==> src/rtl/adder_sum_sequencer_pkg.sv <==
// Shared types and constants for the burst-sum sequencer.
// The state encoding doubles as the debug encoding exposed on dbg_state.
package adder_sum_sequencer_pkg;

  localparam int ACC_W = 16;
  localparam int CNT_W = 8;

  typedef enum logic [1:0] {
    IDLE   = 2'd0,
    ADD_LO = 2'd1,
    ADD_HI = 2'd2,
    DONE   = 2'd3
  } state_t;

endpackage

==> src/rtl/eightBitAdder.sv <==
// Plain 8-bit unsigned adder with carry-out and no carry-in.
module eightBitAdder (
  input  logic [7:0] A,
  input  logic [7:0] B,
  output logic [7:0] sum,
  output logic       cout
);

  assign {cout, sum} = {1'b0, A} + {1'b0, B};

endmodule

==> src/rtl/adder_sum_sequencer.sv <==
// Accumulates N_SAMPLES 8-bit samples into a 16-bit sum using one shared
// 8-bit adder: low byte pass, then high byte plus the captured carry.
module adder_sum_sequencer
  import adder_sum_sequencer_pkg::*;
#(
  parameter int N_SAMPLES = 8
) (
  input  logic             clk,
  input  logic             rst_n,
  input  logic             clear,
  input  logic             in_valid,
  output logic             in_ready,
  input  logic [7:0]       in_data,
  output logic             out_valid,
  input  logic             out_ready,
  output logic [ACC_W-1:0] sum_out,
  output logic             busy,
  output state_t           dbg_state
);

  // Handshakes: a transfer happens on a rising edge where valid and ready are
  // both high; ready/valid here come from registered state only.
  localparam logic [CNT_W-1:0] LAST_CNT = CNT_W'(N_SAMPLES - 1);

  state_t           state, state_next;
  logic [ACC_W-1:0] acc;
  logic [CNT_W-1:0] cnt;
  logic [7:0]       sample_r;
  logic             carry_r;
  logic [7:0]       add_a, add_b, add_sum;
  logic             add_cout;

  eightBitAdder u_adder (
    .A    (add_a),
    .B    (add_b),
    .sum  (add_sum),
    .cout (add_cout)
  );

  always_comb begin
    state_next = state;
    add_a      = 8'd0;
    add_b      = 8'd0;
    unique case (state)
      IDLE: begin
        if (in_valid) state_next = ADD_LO;
      end
      ADD_LO: begin
        add_a      = acc[7:0];
        add_b      = sample_r;
        state_next = ADD_HI;
      end
      ADD_HI: begin
        add_a      = acc[15:8];
        add_b      = {7'b0, carry_r};
        state_next = (cnt == LAST_CNT) ? DONE : IDLE;
      end
      DONE: begin
        if (out_ready) state_next = IDLE;
      end
      default: state_next = IDLE;
    endcase
    if (clear) state_next = IDLE;
  end

  always_ff @(posedge clk or negedge rst_n) begin
    if (!rst_n) begin
      state    <= IDLE;
      acc      <= '0;
      cnt      <= '0;
      sample_r <= '0;
      carry_r  <= 1'b0;
    end else begin
      state <= state_next;
      if (clear) begin
        acc     <= '0;
        cnt     <= '0;
        carry_r <= 1'b0;
      end else begin
        unique case (state)
          IDLE: begin
            if (in_valid) sample_r <= in_data;
          end
          ADD_LO: begin
            acc[7:0] <= add_sum;
            carry_r  <= add_cout;
          end
          ADD_HI: begin
            // cout is structurally zero here: 255 * 255 fits in 16 bits.
            acc[15:8] <= add_sum;
            cnt       <= cnt + 1'b1;
          end
          DONE: begin
            if (out_ready) begin
              acc <= '0;
              cnt <= '0;
            end
          end
          default: ;
        endcase
      end
    end
  end

  assign in_ready  = (state == IDLE);
  assign out_valid = (state == DONE);
  assign busy      = (state != IDLE);
  assign sum_out   = acc;
  assign dbg_state = state;

endmodule

==> config.mk <==
export PLATFORM = sky130hd
export DESIGN_NAME = adder_sum_sequencer
export DESIGN_NICKNAME = d
export VERILOG_FILES = /design/src/rtl/adder_sum_sequencer_pkg.sv /design/src/rtl/eightBitAdder.sv /design/src/rtl/adder_sum_sequencer.sv
export SDC_FILE = /design/constraint.sdc
export NUM_CORES = 1
export LEC_CHECK = 0
export BUFFER_PORTS_ARGS = -buffer_cell sky130_fd_sc_hd__buf_2
export CAP_MARGIN = 30
export CORE_ASPECT_RATIO = 0.8
export CORE_MARGIN = 5
export CORE_UTILIZATION = 56
export CTS_CLUSTER_DIAMETER = 80
export CTS_CLUSTER_SIZE = 20
export DETAILED_ROUTE_END_ITERATION = 8
export PLACE_DENSITY_LB_ADDON = 0.25
export SLEW_MARGIN = 20
export SYNTH_ARGS = -nofsm -noshare
export SYNTH_HDL_FRONTEND = slang
export SYNTH_SLANG_ARGS = --single-unit
==> constraint.sdc <==
create_clock -name clk -period 3.9 [get_ports clk]
set_input_delay 0.78 -clock clk [delete_from_list [all_inputs] [get_ports clk]]
set_output_delay 0.78 -clock clk [all_outputs]
set_load 0.01 [all_outputs]
==> results of run 1 <==
[worst max-delay path: cells and delay by family (launching register included)]
kind,cells,cell delay [ps]
simple gates,2,390
fa+ha+maj,3,1210
compound gates,5,890
buf+inv,2,190
flops,1,430
[through the flow]
stage | cells | area (µm²)
floorplan | 210 | 2105
global placement | 276 | 2262
detailed placement | 276 | 2262
CTS | 282 | 2335
global route | 282 | 2335
finish | 282 | 2335
[area by class of cell]
type	count	area (µm²)
fillers	294	1184
clock buffers	6	72.57
inverters	8	30.03
multi-input cells	157	1131
flip-flops and latches	35	875.8
repair buffers	34	172.7
well taps	42	52.55
[routing by layer]
metal | vias to the layer above | wire, µm | global-route usage (%)
met5 | - | 0 | 0
met4 | 0 | 29 | 3.930
met3 | 4 | 323 | 4.294
met2 | 67 | 1931 | 29.24
met1 | 791 | 2287 | 29.72
li1 | 804 | - | -
[power by group through the flow]
stage          logic [µW]  registers (µW)  clock network [µW]
2_1_floorplan         158             440                   0
3_3_place_gp          217             441                   0
3_5_place_dp          222             442                   0
4_1_cts               223             436                 243
5_1_grt               249             441                 263
6_report              221             436                 236
[registers in the layout (all words and copies together), names as in the netlist]
name	count
dbg_state	2
sum_out	16
cnt	8
sample_r	8
carry_r	1
[worst paths after layout]
kind / endpoint / slack [ps]
max reg2reg: carry_r$_DFFE_PN0P_ / 660
min reg2reg: sample_r[5]$_DFFE_PN0P_ / 500
max: carry_r$_DFFE_PN0P_ / 660
max in group asynchronous: sample_r[4]$_DFFE_PN0P_ / 2840
min: sample_r[5]$_DFFE_PN0P_ / 500
min in group asynchronous: sum_out[12]$_DFFE_PN0P_ / 570
[cells in the mapped netlist (3+ instances only)]
| master | instances | area (µm²) |
|---|---|---|
| a22oi_1 | 8 | 60.06 |
| nor2b_1 | 10 | 62.56 |
| nand2_1 | 22 | 82.58 |
| nor3_1 | 3 | 15.01 |
| o31ai_1 | 4 | 30.03 |
| clkbuf_1 | 6 | 22.52 |
| a211oi_1 | 4 | 30.03 |
| and3_1 | 8 | 50.05 |
| a21oi_1 | 3 | 15.01 |
| o21ai_0 | 7 | 35.03 |
| buf_6 | 4 | 45.04 |
| nand4_1 | 4 | 25.02 |
| ha_1 | 14 | 175.2 |
| xor2_1 | 9 | 78.83 |
| inv_1 | 8 | 30.03 |
| a21o_1 | 6 | 45.04 |
| mux2_2 | 9 | 101.4 |
| dfrtp_1 | 35 | 875.8 |
| nor2_1 | 17 | 63.81 |
[cell families after synthesis]
family	Yosys count	synth area share (%)
buffers and inverters	18	4.637
adders and majority gates	15	9.275
xor gates and xnor gates	9	3.746
DFF	35	41.62
and+or+nand+nor	73	17.24
AOI/OAI and AO/OA	48	17.12
muxes	12	6.362
==> flow_metrics.env, run 1 <==
export IMPL_place_congestion=0.9254
export IMPL_critical_path_max_stage_delay_ps=630
export IMPL_rsz0062_at_grt="false"
export IMPL_crit_type="reg -> reg"
export IMPL_ys_warn_count=0
export IMPL_drive_gt1_share_pct=21.67
export IMPL_synth_nets=238
export IMPL_worstMarginPinSlew_ps=766.2
export IMPL_rows=19
export IMPL_critical_path_peak_fanout=19
export IMPL_p_comb_share_pct=24.7
export IMPL_via_per_inst=5.908
export IMPL_grt_ovfl_total=0
export IMPL_antenna_found_initial=0
export IMPL_power_frac_clock_pct=26.4
export IMPL_leakage_uw=0.001174
export IMPL_netlist_area_mm2=0.002105
export IMPL_cp_arrival_ps=3420
export IMPL_path_cells="inv_1, ha_1, a22oi_1, nor2b_1, ha_1, inv_1, fa_1, nor2b_1, o31a_1, o31a_1, o21ai_0, a311oi_1"
export IMPL_first_iter_violations=126
export IMPL_hold_path_class="reg -> reg"
export IMPL_intPower_uw=618.9
export IMPL_hpwlAfterDp_um=3379
export IMPL_outcome="finished clean"
export IMPL_cts_tree="built"
export IMPL_synthArstFlopShare_pct=100.0
export IMPL_setup_slack_ps=656.3
export IMPL_drcViolationCount=0
export IMPL_finalPower_uw=893.8
export IMPL_crit_path_start_kind="register"
export IMPL_period_share_pct=83.17
export IMPL_area_growth_pct=10.94
export IMPL_min_path_cells=1
export IMPL_final_cell_mix="35 x dfrtp_1, 33 x buf_2, 22 x nand2_1"
export IMPL_grtUsageTotal_pct=19.71
export IMPL_grt_pass1_wl_um=7893
export IMPL_final_util_pct=66.36
export IMPL_drtAntennaViolNets=0
export IMPL_ios=34
export IMPL_max_slew_margin_rel_pct=48.92
export IMPL_tns_ps=0
export IMPL_htreeDepth=2
export IMPL_yosysSeqAreaShare_pct=41.62
export IMPL_slowest_stage="ha_1"
export IMPL_wl_per_cell_um=16.21
export IMPL_antenna_diode_count=0
export IMPL_clock_skew_ps=5.869
export IMPL_cap_violations=0
export IMPL_holdBufCountCts=0
export IMPL_finalHoldViolCount=0
export IMPL_place_ws_ps=762.7
export IMPL_cp_end_kind="register"
export IMPL_core_area_mm2=0.003518
export IMPL_die_area_mm2=0.005092
export IMPL_cts_buffers=5
export IMPL_crit_required_ps=4080
export IMPL_hold_path_startpoint="sample_r[5]$_DFFE_PN0P_"
export IMPL_finalSetupViolCount=0
export IMPL_die_h_um=64.83
export IMPL_port_buffers=33
export IMPL_clk_pin_slew_ps=70
export IMPL_cts_max_path_buffers=2
export IMPL_postSynthAreaPerCell_um2=10.02
export IMPL_synth_enable_flop_cells=0
export IMPL_slew_viol_final=0
export IMPL_switchingPower_uw=275.0
export IMPL_die_w_um=78.54
export IMPL_post_cts_buffers=0
export IMPL_peakVddDrop_mv=0.3443
export IMPL_drt_wl_total_um=4572
export IMPL_dr_pass1_iters=4
export IMPL_period_needed_ps=3244
export IMPL_reg2reg_depth=12
export IMPL_whs_ps=499.7
export IMPL_crit_start="dbg_state[1]$_DFFE_PN0P_"
export IMPL_cts_root_buffer="clkbuf_8"
export IMPL_synthCells=210
export IMPL_grt_max_degree=36
export IMPL_vias=1666
export IMPL_grt_pass1_vias=1608
export IMPL_seq_power_share_pct=48.8
export IMPL_netSwitchingFraction_pct=30.76
export IMPL_insertion_delay_ps=280
export IMPL_r2r_start="dbg_state[1]$_DFFE_PN0P_"
export IMPL_synth_cell_type_count=41
export IMPL_final_common_cell="dfrtp_1"
export IMPL_ctsResizeCount=0
export IMPL_synth_seq_cells=35
export IMPL_clock_sinks=35
export IMPL_start_util_pct=59.82
export IMPL_synth_ff_type="dfrtp_1"
export IMPL_nets=269
export IMPL_p_per_area_mw_per_mm2=382.8
export IMPL_fmax_ghz=0.3083
(Power assumes the default switching activity.)
==> run 2, diff against run 1 <==
ABC_AREA = 1   (was not set)
CORE_UTILIZATION = 57   (was 56)
clock period = 3.3 ns   (was 3.9 ns; I/O delays follow)
==> flow_metrics.env, run 2 <==
export IMPL_start_util_pct=58.61
export IMPL_critical_path_max_stage_delay_ps=490
export IMPL_final_seq_area_um2=875.8
export IMPL_final_cell_mix="77 x nand2_1, 43 x inv_1, 35 x dfrtp_1"
export IMPL_whs_ps=457.0
export IMPL_grt_pass1_vias=1875
export IMPL_r2r_start="dbg_state[0]$_DFFE_PN0P_"
export IMPL_post_cts_buffers=0
export IMPL_synthCells=285
export IMPL_cts_max_path_buffers=2
export IMPL_synth_nets=313
export IMPL_drcViolationCount=0
export IMPL_largest_reg_flops=16
export IMPL_yosysSeqAreaShare_pct=39.55
export IMPL_seq_power_share_pct=36.7
export IMPL_die_area_mm2=0.005240
export IMPL_peakVddDrop_mv=0.6730
export IMPL_rsz0062_at_grt="false"
export IMPL_port_buffers=33
export IMPL_ctsResizeCount=0
export IMPL_rows=20
export IMPL_synth_enable_flop_cells=0
export IMPL_path_cells="inv_1, ha_1, nand2_2, inv_1, a32o_1, ha_1, inv_1, fa_1, inv_1, nand2_1, nand2_1, and2_1, or2_1, nand4_1, nand2_1"
export IMPL_ios=34
export IMPL_via_per_inst=5.282
export IMPL_ys_top_cells_by_count="77 x nand2_1, 43 x inv_1, 35 x dfrtp_1"
export IMPL_period_share_pct=89.67
export IMPL_grt_pass1_wl_um=8845
export IMPL_crit_start="dbg_state[0]$_DFFE_PN0P_"
export IMPL_synth_area_leaders="dfrtp_1 40%, nand2_1 13%, ha_1 7.9%, inv_1 7.3%, nor2_1 4.2%"
export IMPL_dr_pass1_iters=4
export IMPL_drive_gt1_share_pct=17.13
export IMPL_synthArstFlopShare_pct=100.0
export IMPL_stdcell_count=376
export IMPL_finalSetupViolCount=0
export IMPL_wl_per_cell_um=13.64
export IMPL_nets=348
export IMPL_outcome="finished clean"
export IMPL_tns_ps=0
export IMPL_grt_ovfl_total=0
export IMPL_yosysTopAreaCell="dfrtp_1"
export IMPL_crit_path_start_kind="register"
export IMPL_multiInputGateArea_mm2=0.001119
export IMPL_first_iter_violations=143
export IMPL_cp_arrival_ps=3180
export IMPL_intPower_uw=948.3
export IMPL_cts_buffers=5
export IMPL_dpl_cell_count=368
export IMPL_netlist_area_mm2=0.002215
export IMPL_ys_warn_count=0
export IMPL_p_comb_share_pct=42.5
export IMPL_final_common_cell="nand2_1"
export IMPL_leakage_uw=0.001416
export IMPL_crit_required_ps=3520
export IMPL_synth_seq_cells=35
export IMPL_synthMostInstantiatedCell="nand2_1"
export IMPL_hold_path_class="in -> async"
export IMPL_holdBufCountCts=0
export IMPL_synth_top_area_share_pct=39.55
export IMPL_insertion_delay_ps=280
export IMPL_htreeDepth=2
export IMPL_slowest_stage="ha_1"
export IMPL_switchingPower_uw=680.4
export IMPL_netSwitchingFraction_pct=41.78
export IMPL_drt_wl_total_um=5130
export IMPL_fillCellCount=318
export IMPL_cp_end_kind="register"
export IMPL_worstMarginPinSlew_ps=781.4
export IMPL_finalHoldViolCount=0
export IMPL_postSynthAreaPerCell_um2=7.771
export IMPL_clk_pin_slew_ps=70
export IMPL_place_congestion=0.9098
export IMPL_cpMostUsedCell="inv_1"
export IMPL_slew_viol_final=0
export IMPL_max_slew_margin_rel_pct=47.90
export IMPL_cts_root_buffer="clkbuf_8"
export IMPL_hpwlAfterDp_um=3948
export IMPL_power_frac_clock_pct=20.9
export IMPL_clock_skew_ps=7.754
export IMPL_antenna_found_initial=0
export IMPL_antenna_diode_count=0
export IMPL_area_growth_pct=13.56
export IMPL_critical_path_peak_fanout=9
export IMPL_cap_violations=0
export IMPL_period_needed_ps=2959
export IMPL_drtAntennaViolNets=0
export IMPL_synth_ff_type="dfrtp_1"
export IMPL_fmax_ghz=0.3379
export IMPL_crit_type="reg -> reg"
export IMPL_p_per_area_mw_per_mm2=647.6
export IMPL_grt_max_degree=36
export IMPL_grtUsageTotal_pct=22.18
export IMPL_core_area_mm2=0.003779
export IMPL_synth_cell_type_count=34
export IMPL_clock_sinks=35
export IMPL_cts_tree="built"
export IMPL_die_w_um=79.69
export IMPL_die_h_um=65.75
export IMPL_vias=1986
run 2: cell count changes after synthesis, moves of 9 or more:
cell     delta
nand2_1    +55
inv_1      +35
a21oi_1    +11
nand3_1    +11
nor2b_1    -10
xor2_1      -9
run 2: per-stage QoR:
step	setup slack [ps]	utilization [%]	total power (µW)	cell area, µm²
2_1_floorplan	729.9	-	1087	2215
3_3_place_gp	563.3	63.91	1274	2415
3_5_place_dp	401.1	63.91	1292	2415
4_1_cts	364.0	66.56	1640	2515
5_1_grt	53.55	66.56	1772	2515
6_report	340.7	66.56	1629	2515
run 2: final timing paths:
kind	endpoint	slack (ps)	cells after the start
max	sum_out[12]$_DFFE_PN0P_	340	15
min	dbg_state[1]$_DFFE_PN0P_	460	1
max reg2reg	sum_out[12]$_DFFE_PN0P_	340	15
min reg2reg	carry_r$_DFFE_PN0P_	510	2
max in group asynchronous	sum_out[8]$_DFFE_PN0P_	2350	1
min in group clk	carry_r$_DFFE_PN0P_	510	2
run 2: layer usage:
layer	up-vias	GRT usage, %	wire, µm
met5	-	0	0
met2	64	32.92	2290
met4	0	8.369	63
met3	7	4.384	350
li1	999	-	-
met1	916	31.85	2425
run 2: power groups by stage:
stage	Sequential, µW	Combinational, µW	Clock, µW
finish	597	692	340
CTS	595	697	347
detailed placement	602	690	0
global route	607	789	376
floorplan	607	480	0
global placement	597	677	0
run 2: cell families after synthesis:
group	Yosys count	share of synthesized area (%)
buffers and inverters	53	9.943
AND/OR/NAND/NOR	136	26.89
adder cells (fa/ha/maj)	15	8.814
multiplexers	2	1.017
AO/OA/AOI/OAI	44	13.79
flip-flops	35	39.55
run 2: area by class of cell:
class	instances	share of cell area, %
Clock buffer	8	3.980
Inverter	47	7.114
Multi-Input combinational cell	197	44.48
Sequential cell	35	34.83
Tap cell	55	2.736
Timing Repair Buffer	34	6.866
run 2: worst max-delay path: cells and delay by family (launching register included):
kind | cells | cell delay, ps
DFF | 1 | 400
buffers and inverters | 4 | 500
AOI/OAI and AO/OA | 1 | 170
and+or+nand+nor | 7 | 790
adders and majority gates | 3 | 1040
==> run 3, diff against run 2 <==
ABC_AREA = not set   (was 1)
CORE_MARGIN = 2   (was 5)
CORE_UTILIZATION = 56   (was 57)
==> flow_metrics.env, run 3 (same netlist as run 1, synthesis figures left out) <==
export IMPL_path_buf_inv=2
export IMPL_clk_pin_slew_ps=70
export IMPL_power_frac_clock_pct=27.9
export IMPL_clock_sinks=35
export IMPL_largest_reg_flops=16
export IMPL_drt_wl_total_um=4245
export IMPL_hold_path_class="in -> async"
export IMPL_cp_end_kind="register"
export IMPL_r2r_slack_ps=320
export IMPL_clock_skew_ps=2.353
export IMPL_period_share_pct=90.39
export IMPL_final_cell_mix="35 x dfrtp_1, 33 x buf_2, 22 x nand2_1"
export IMPL_grt_ovfl_total=0
export IMPL_drtAntennaViolNets=0
export IMPL_vias=1647
export IMPL_critical_path_peak_fanout=16
export IMPL_wl_per_cell_um=14.95
export IMPL_slowest_stage="ha_1"
export IMPL_holdBufCountCts=0
export IMPL_dr_pass1_iters=4
export IMPL_grt_pass1_vias=1483
export IMPL_outcome="finished clean"
export IMPL_reg2reg_depth=11
export IMPL_fmax_ghz=0.3352
export IMPL_critPathTopFamily="adder cells"
export IMPL_die_w_um=72.54
export IMPL_max_slew_margin_rel_pct=50.35
export IMPL_antenna_diode_count=0
export IMPL_insertion_delay_ps=270
export IMPL_netSwitchingFraction_pct=30.23
export IMPL_whs_ps=446.7
export IMPL_grt_pass1_wl_um=7155
export IMPL_stdcell_count=284
export IMPL_r2r_start="dbg_state[0]$_DFFE_PN0P_"
export IMPL_finalHoldViolCount=0
export IMPL_final_seq_area_um2=875.8
export IMPL_start_util_pct=59.82
export IMPL_drcViolationCount=0
export IMPL_slew_viol_final=0
export IMPL_finalPower_uw=1088
export IMPL_post_cts_buffers=0
export IMPL_intPower_uw=759.1
export IMPL_cp_arrival_ps=3160
export IMPL_antenna_found_initial=0
export IMPL_via_per_inst=5.799
export IMPL_grtUsageTotal_pct=21.87
export IMPL_finalSetupViolCount=0
export IMPL_dpl_cell_count=277
export IMPL_hpwlAfterDp_um=3160
export IMPL_seq_power_share_pct=47.5
export IMPL_path_cells="inv_1, ha_1, nor2b_1, ha_1, inv_1, fa_1, nor2b_1, o31a_1, o31a_1, o21ai_0, a311oi_1"
export IMPL_critical_path_max_stage_delay_ps=540
export IMPL_multiInputGateArea_mm2=0.001136
export IMPL_nets=270
export IMPL_crit_path_start_kind="register"
export IMPL_reg2reg_to="carry_r$_DFFE_PN0P_"
export IMPL_final_common_cell="dfrtp_1"
export IMPL_period_needed_ps=2983
export IMPL_core_area_mm2=0.003518
export IMPL_crit_type="reg -> reg"
export IMPL_cts_tree="built"
export IMPL_p_comb_share_pct=24.7
export IMPL_peakVddDrop_mv=0.3408
export IMPL_grt_max_degree=36
export IMPL_area_growth_pct=12.25
export IMPL_port_buffers=33
export IMPL_cts_root_buffer="clkbuf_8"
export IMPL_fillCellCount=291
export IMPL_first_iter_violations=90
export IMPL_cts_max_path_buffers=2
export IMPL_switchingPower_uw=328.9
export IMPL_tns_ps=0
export IMPL_rows=19
export IMPL_rsz0062_at_grt="false"
export IMPL_place_congestion=0.9366
export IMPL_cts_buffers=5
export IMPL_crit_required_ps=3480
export IMPL_cap_violations=0
export IMPL_die_h_um=58.83
export IMPL_htreeDepth=2
export IMPL_worstMarginPinSlew_ps=744.7
export IMPL_drive_gt1_share_pct=23.55
export IMPL_ios=34
export IMPL_p_per_area_mw_per_mm2=460.6
export IMPL_die_area_mm2=0.004268
export IMPL_leakage_uw=0.001186
==> run 3: cell count changes in the layout (fill, tap and decap cells not counted), sizes merged, moves of 9 or more <==
cell / previous run / this run
nand2: 79 / 22
inv: 47 / 8
nand3: 14 / 2
nor2b: 0 / 10
mux2: 2 / 11
xor2: 0 / 9
==> run 3: worst max path at each step <==
stage / depth (start not counted) / startpoint / to
6_report: 11 / dbg_state[0]$_DFFE_PN0P_ / carry_r$_DFFE_PN0P_
5_1_grt: 11 / dbg_state[0]$_DFFE_PN0P_ / carry_r$_DFFE_PN0P_
4_1_cts: 12 / dbg_state[0]$_DFFE_PN0P_ / carry_r$_DFFE_PN0P_
3_5_place_dp: 12 / dbg_state[0]$_DFFE_PN0P_ / carry_r$_DFFE_PN0P_
3_3_place_gp: 12 / dbg_state[0]$_DFFE_PN0P_ / carry_r$_DFFE_PN0P_
2_1_floorplan: 14 / dbg_state[1]$_DFFE_PN0P_ / carry_r$_DFFE_PN0P_
==> run 3: timing repair <==
item                                   in CTS  in global routing
gates resized for setup                     0                  2
endpoints found under the hold margin       0                  0
setup endpoints to repair                   0                  2
==> run 3: metal layers <==
layer  track usage, %  wire, µm  share of wire (%)  vias to the layer above
met4            5.820        55                1.3                        0
met5                0         0                  0                        -
met3            4.623       244                5.7                        6
met2            30.52      1725                 41                       53
met1            34.25      2218                 52                      775
li1                 -         -                  -                      813
==> run 3: power groups by stage <==
| stage | Sequential (µW) | Clock, µW | Combinational (µW) |
|---|---|---|---|
| 3_3_place_gp | 521 | 0 | 260 |
| 6_report | 516 | 303 | 268 |
| 4_1_cts | 516 | 312 | 267 |
| 5_1_grt | 522 | 333 | 296 |
| 3_5_place_dp | 524 | 0 | 266 |
| 2_1_floorplan | 519 | 0 | 186 |
==> run 3: layout make-up <==
type / count / area share, %
sequential: 35 / 37.08
inverter: 8 / 1.271
multi-input combinational: 157 / 48.09
clock inverter: 1 / 0.2119
clock buffer: 6 / 3.496
timing repair buffer: 35 / 7.627
tap: 42 / 2.225
==> run 3: per-stage QoR <==
stage	util [%]	cell area (µm²)	setup WS (ps)
3_5_place_dp	64.51	2270	316.8
6_report	67.14	2362	317.0
4_1_cts	67.00	2357	268.2
2_1_floorplan	-	2105	314.7
5_1_grt	67.14	2362	93.48
3_3_place_gp	64.51	2270	379.3
